## src/rtl/dtree_io_pkg.sv

```systemverilog
// Shared types and default sizes for the decision-tree stream adapter.
//   state_t      : adapter control states
//   NUM_FEATURES : feature bytes per frame
//   FEAT_W       : bits per feature
//   CLASS_W      : class width produced by the tree
//   CNT_W        : accepted-result counter width
//   SETTLE_CYCLES: cycles the feature vector is held before class capture
package dtree_io_pkg;

  localparam int unsigned NUM_FEATURES  = 138;
  localparam int unsigned FEAT_W        = 8;
  localparam int unsigned CLASS_W       = 3;
  localparam int unsigned CNT_W         = 16;
  localparam int unsigned SETTLE_CYCLES = 2;

  typedef enum logic [1:0] {
    LOAD   = 2'd0,
    DRAIN  = 2'd1,
    SETTLE = 2'd2,
    OUT    = 2'd3
  } state_t;

endpackage

```

## src/rtl/dtree_feat_assembler.sv

```systemverilog
// Indexed feature register bank: writes one feature per enabled cycle at
// slot idx and advances idx; idx_clr returns idx to slot 0 (a write in the
// same cycle still lands at the current slot).
//   clk, rst   : clock, synchronous active-high reset (clears bank and idx)
//   wr_en      : write wr_data to slot idx and advance idx
//   idx_clr    : frame boundary, idx back to 0
//   wr_data    : feature byte
//   feat_vec   : parallel feature vector, slot i at [i*FEAT_W +: FEAT_W]
//   idx        : current write slot
//   idx_last_c : idx is the final slot (combinational decode of idx)
module dtree_feat_assembler #(
  parameter  int unsigned NUM_FEATURES = 138,
  parameter  int unsigned FEAT_W       = 8,
  localparam int unsigned IDX_W        = (NUM_FEATURES > 1) ? $clog2(NUM_FEATURES) : 1
) (
  input  logic                           clk,
  input  logic                           rst,
  input  logic                           wr_en,
  input  logic                           idx_clr,
  input  logic [FEAT_W-1:0]              wr_data,
  output logic [NUM_FEATURES*FEAT_W-1:0] feat_vec,
  output logic [IDX_W-1:0]               idx,
  output logic                           idx_last_c
);

  assign idx_last_c = (idx == IDX_W'(NUM_FEATURES - 1));

  // Write pointer
  always_ff @(posedge clk) begin
    if (rst) begin
      idx <= '0;
    end else if (idx_clr) begin
      idx <= '0;
    end else if (wr_en) begin
      idx <= idx + IDX_W'(1);
    end
  end

  // Feature bank
  always_ff @(posedge clk) begin
    if (rst) begin
      feat_vec <= '0;
    end else if (wr_en) begin
      for (int unsigned i = 0; i < NUM_FEATURES; i++) begin
        if (idx == IDX_W'(i)) begin
          feat_vec[i*FEAT_W +: FEAT_W] <= wr_data;
        end
      end
    end
  end

endmodule

```

## src/rtl/dtree_stream_adapter.sv

```systemverilog
// Streaming wrapper around the combinational decision tree: assembles a
// frame of feature bytes into feat_vec, holds it for SETTLE_CYCLES, captures
// the tree's class and offers it on a valid/ready result stream.
//   clk, rst           : clock, synchronous active-high reset
//   s_valid/s_ready    : feature byte handshake
//   s_data, s_last     : feature byte, end-of-frame marker
//   feat_vec           : parallel features to the tree
//   class_in           : tree output (combinational from feat_vec)
//   m_valid/m_ready    : result handshake
//   m_class            : captured class
//   err_frame          : one-cycle pulse on frame length mismatch
//   frame_count        : results accepted downstream (wrapping)
module dtree_stream_adapter #(
  parameter int unsigned NUM_FEATURES  = dtree_io_pkg::NUM_FEATURES,
  parameter int unsigned FEAT_W        = dtree_io_pkg::FEAT_W,
  parameter int unsigned CLASS_W       = dtree_io_pkg::CLASS_W,
  parameter int unsigned SETTLE_CYCLES = dtree_io_pkg::SETTLE_CYCLES,
  parameter int unsigned CNT_W         = dtree_io_pkg::CNT_W
) (
  input  logic                           clk,
  input  logic                           rst,
  input  logic                           s_valid,
  output logic                           s_ready,
  input  logic [FEAT_W-1:0]              s_data,
  input  logic                           s_last,
  output logic [NUM_FEATURES*FEAT_W-1:0] feat_vec,
  input  logic [CLASS_W-1:0]             class_in,
  output logic                           m_valid,
  input  logic                           m_ready,
  output logic [CLASS_W-1:0]             m_class,
  output logic                           err_frame,
  output logic [CNT_W-1:0]               frame_count
);

  import dtree_io_pkg::*;

  localparam int unsigned IDX_W  = (NUM_FEATURES > 1) ? $clog2(NUM_FEATURES) : 1;
  localparam int unsigned SCNT_W = 4;

  state_t              state;
  state_t              state_next;
  logic [SCNT_W-1:0]   settle_cnt;
  logic [IDX_W-1:0]    idx;
  logic                idx_last_c;
  logic                beat;
  logic                settle_done;
  logic                wr_en;
  logic                idx_clr;
  logic                err_set;
  logic                capture;
  logic                res_xfer;

  assign beat        = s_valid && s_ready;
  assign settle_done = (settle_cnt == SCNT_W'(SETTLE_CYCLES - 1));

  dtree_feat_assembler #(
    .NUM_FEATURES (NUM_FEATURES),
    .FEAT_W       (FEAT_W)
  ) u_asm (
    .clk        (clk),
    .rst        (rst),
    .wr_en      (wr_en),
    .idx_clr    (idx_clr),
    .wr_data    (s_data),
    .feat_vec   (feat_vec),
    .idx        (idx),
    .idx_last_c (idx_last_c)
  );

  // State register
  always_ff @(posedge clk) begin
    if (rst) begin
      state <= LOAD;
    end else begin
      state <= state_next;
    end
  end

  // Next-state logic
  always_comb begin
    state_next = state;
    unique case (state)
      LOAD:    if (beat && idx_last_c) state_next = s_last ? SETTLE : DRAIN;
      DRAIN:   if (beat && s_last)     state_next = LOAD;
      SETTLE:  if (settle_done)        state_next = OUT;
      OUT:     if (m_valid && m_ready) state_next = LOAD;
      default:                         state_next = LOAD;
    endcase
  end

  // Control decode
  always_comb begin
    wr_en    = 1'b0;
    idx_clr  = 1'b0;
    err_set  = 1'b0;
    capture  = 1'b0;
    res_xfer = 1'b0;
    unique case (state)
      LOAD: begin
        wr_en   = beat;
        // Frame ends on s_last or on the final slot; mismatch of the two is an error
        idx_clr = beat && (s_last || idx_last_c);
        err_set = beat && (s_last ^ idx_last_c);
      end
      SETTLE:  capture  = settle_done;
      OUT:     res_xfer = m_valid && m_ready;
      default: ;
    endcase
  end

  // Input ready follows the state being entered, so it is a clean flop output
  always_ff @(posedge clk) begin
    if (rst) begin
      s_ready <= 1'b1;
    end else begin
      s_ready <= (state_next == LOAD) || (state_next == DRAIN);
    end
  end

  // Settle timer, result register, error pulse, accepted-result counter
  always_ff @(posedge clk) begin
    if (rst) begin
      settle_cnt  <= '0;
      m_valid     <= 1'b0;
      m_class     <= '0;
      err_frame   <= 1'b0;
      frame_count <= '0;
    end else begin
      settle_cnt <= (state == SETTLE) ? settle_cnt + SCNT_W'(1) : '0;
      // Back-to-back one-byte frames would otherwise hold err_frame high
      err_frame  <= err_set && !err_frame;
      if (capture) begin
        m_class <= class_in;
        m_valid <= 1'b1;
      end else if (res_xfer) begin
        m_valid <= 1'b0;
      end
      if (res_xfer) begin
        frame_count <= frame_count + CNT_W'(1);
      end
    end
  end

endmodule

```

## config.mk

```make
export PLATFORM = sky130hd
export DESIGN_NAME = dtree_stream_adapter
export DESIGN_NICKNAME = d
export VERILOG_FILES = /design/src/rtl/dtree_io_pkg.sv /design/src/rtl/dtree_feat_assembler.sv /design/src/rtl/dtree_stream_adapter.sv
export SDC_FILE = /design/constraint.sdc
export NUM_CORES = 2
export LEC_CHECK = 0
export ABC_CLOCK_PERIOD_IN_PS = 3780
export CORE_AREA = 4 4 443 445
export CTS_BUF_LIST = sky130_fd_sc_hd__clkbuf_4
export CTS_CLUSTER_DIAMETER = 60
export DETAILED_ROUTE_END_ITERATION = 16
export DIE_AREA = 0 0 447 449
export GPL_TIMING_DRIVEN = 0
export PLACE_DENSITY = 0.5
export SETUP_SLACK_MARGIN = 0.3
export SYNTH_ARGS = -nofsm -noshare
export SYNTH_HDL_FRONTEND = slang
export SYNTH_SLANG_ARGS = --single-unit
export TNS_END_PERCENT = 50
```

## constraint.sdc

```tcl
create_clock -name clk -period 3.78 [get_ports clk]
set_input_delay 0.756 -clock clk [delete_from_list [all_inputs] [get_ports clk]]
set_output_delay 0.756 -clock clk [all_outputs]
set_load 0.005 [all_outputs]
```

==> results.cfg <==
[outcome]
status = finished clean

[flow_run]
drv_cap = 0

[setup_path]
cp_data_required_time_ns = 3.02
cp_max_fo = 2
cpLargestDelayFamily = buffers and inverters
cpPeakStageDelay_ns = 0.60
slowest_stage = clkdlybuf4s50_1
cp-end-kind = primary output
crit_arrival_ns = 2.53
start_kind = flop
path_buf_inv = 1
critPathKind = flop to primary output
crit_path_cell_trace = clkdlybuf4s50_1

[global_routing]
grt_first_pass_wirelength_mm = 291.9
track_usage = 0.2064
antenna_found_initial = 14
grt_pass1_vias = 36055
grt_max_degree = 17
grt_overflow = 0

[routing]
antenna_left = 0
drc_errors = 0
drtIter0Drc = 2238
routed_wl_mm = 215.9
vias = 36465
routedWlPerCell_um = 26.26
firstDrtPassIters = 5
viasPerCell = 4.435

[die]
die_w_um = 447
core_area_um2 = 192200
rows = 161
dieArea_um2 = 200700
die_y_um = 449
start_util = 0.2172
ios = 1142

[power]
vdd_ir_drop_max_mv = 0.2613
finalPower_mw = 24.55
power.density_nw_per_um2 = 406.8
leakage_nw = 27.92

[cells_and_area]
drive_gt1_frac = 0.1194
post-route-util = 0.3140
layout.nets = 5505
fin_area_um2 = 60350
fin_cells = 8222
fillers = 20262
synthToLayoutAreaGrowth_pct = 44.57

[timing]
holdWs_ns = 0.1704
slew_headroom = 0.09212
fin_ws_ns = 0.4922
worst_pin_slew_ns = 1.362
slew_violations = 0
setup_tns_ns = 0
hold_violations = 0
grt_setup_unrepaired = false
finalCritPeriodShare = 0.8698
fmax_mhz = 304.2
fin_skew_ns = 0.08952
period_minus_slack_ns = 3.288
setup_viol = 0

[yosys]
synthCells = 4003
synth_nets = 4027
synth_edf_count = 0
synth_warnings = 0
synth.cell_area_um2 = 41750
ys_seq_elements = 1140
synthArstFlopShare = 0
synth.distinct_cells = 43
avgSynthCellArea_um2 = 10.43
synth-seq-area-share = 0.5467
ys.flop_type = dfxtp_1

[clock_tree]
tritoncts = yes
post_cts_buffers = 0
cts_buffers = 340
clock_path_buffers = 4
clock-sinks = 1140
clk_pin_slew_ns = 0.07
cts_max_level = 5
cts_root_buf = clkbuf_4
clk-insertion-delay-late_ns = 1.29

[placed_design]
placed_cells = 7663
gp_congestion = 0.8660
hpwl_mm = 165.3
dpl_worst_slack_ns = -0.9447
port_buffers = 1133
placed_area_um2 = 56290

[worst_hold_path]
min_path_type = input pin to flop
==> cell families after synthesis <==
group           Yosys count  share of synthesized area
compound gates          292                    0.03534
xor+xnor                 17                   0.003567
fa+ha+maj                 8                   0.002398
buf+inv                 357                    0.03480
flops                  1140                     0.5467
mux                     836                     0.2005
simple gates           1353                     0.1767
==> placed cells by master (no fill, tap or decap), types with 5 or more instances in the layout <==
cell type,count
dfxtp_1,1140
clkdlybuf4s50_1,1133
nor2_1,859
mux2i_1,835
clkbuf_4,483
o21ai_0,276
nand3b_1,272
clkbuf_1,266
nand4_2,103
nand4_1,43
clkinv_1,42
buf_2,33
buf_1,20
buf_4,17
diode_2,16
xor2_1,14
nand3_1,13
nand2_1,13
clkbuf_2,12
a21oi_1,11
nand2b_1,8
ha_1,8
clkinv_2,8
inv_1,7
nor2b_1,6
or3_1,5
bufinv_16,5
==> final timing paths <==
path                       startpoint             to  slack, ns  cells past startpoint
setup / recovery  u_asm.feat_vec[748]  feat_vec[748]       0.49                      1
hold / removal            class_in[0]     m_class[0]       0.17                      3
setup reg to reg         u_asm.idx[1]   u_asm.idx[5]       0.61                      8
hold reg to reg             err_frame      err_frame       0.42                      1
==> final cells by class <==
class	instances	area, µm²	share of cell area
Sequential cell	1140	22820	0.3781
Multi-Input combinational cell	2506	17480	0.2896
Timing Repair Buffer	1136	11390	0.1887
Clock buffer	483	3626	0.06008
Tap cell	2526	3161	0.05237
Buffer	350	1449	0.02401
Clock inverter	58	359.1	0.005950
Antenna cell	16	40.04	0.0006634
Inverter	7	26.28	0.0004354
==> synth_stat cells, types with 6 or more instances <==
| master | count | area [µm²] |
|---|---|---|
| a21oi_1 | 11 | 55.05 |
| nand2_1 | 13 | 48.80 |
| o21ai_0 | 276 | 1381 |
| buf_2 | 33 | 165.2 |
| nor2_1 | 859 | 3224 |
| nand4_2 | 104 | 1301 |
| mux2i_1 | 835 | 8358 |
| xor2_1 | 14 | 122.6 |
| ha_1 | 8 | 100.1 |
| nand4_1 | 43 | 269.0 |
| nor2b_1 | 6 | 37.54 |
| buf_1 | 22 | 82.58 |
| dfxtp_1 | 1140 | 22820 |
| inv_1 | 7 | 26.28 |
| clkbuf_1 | 277 | 1040 |
| nand3_1 | 13 | 65.06 |
| nand3b_1 | 272 | 2042 |
| nand2b_1 | 8 | 50.05 |
| buf_4 | 17 | 127.6 |
==> power by group <==
part	switching, mW	total [mW]	internal [mW]
Combinational	0.790	0.974	0.183
Clock	5.42	11.5	6.13
Sequential	0.00670	12.0	12.0
==> layer usage <==
| metal | GRT usage | vias to the layer above | share of wire |
|---|---|---|---|
| met3 | 0.06444 | 349 | 0.080 |
| met4 | 0.07787 | 0 | 0.036 |
| met5 | 0 | - | 0 |
| met2 | 0.3648 | 1419 | 0.50 |
| met1 | 0.2305 | 17829 | 0.38 |
| li1 | - | 16868 | - |
==> sequential cells by signal, summed over array words and instances, names as in the netlist <==
register	flops
frame_count	16
m_class	3
s_ready	1
settle_cnt	4
err_frame	1
u_asm.idx	8
m_valid	1
u_asm.feat_vec	1104
state	2
==> what timing repair did <==
item	in CTS	in global routing
resized for setup	4	3
hold buffers	2	0
setup endpoints to repair	122	31
pin swaps	0	0
hold endpoints to repair	2	0
(Power assumes the default switching activity.)
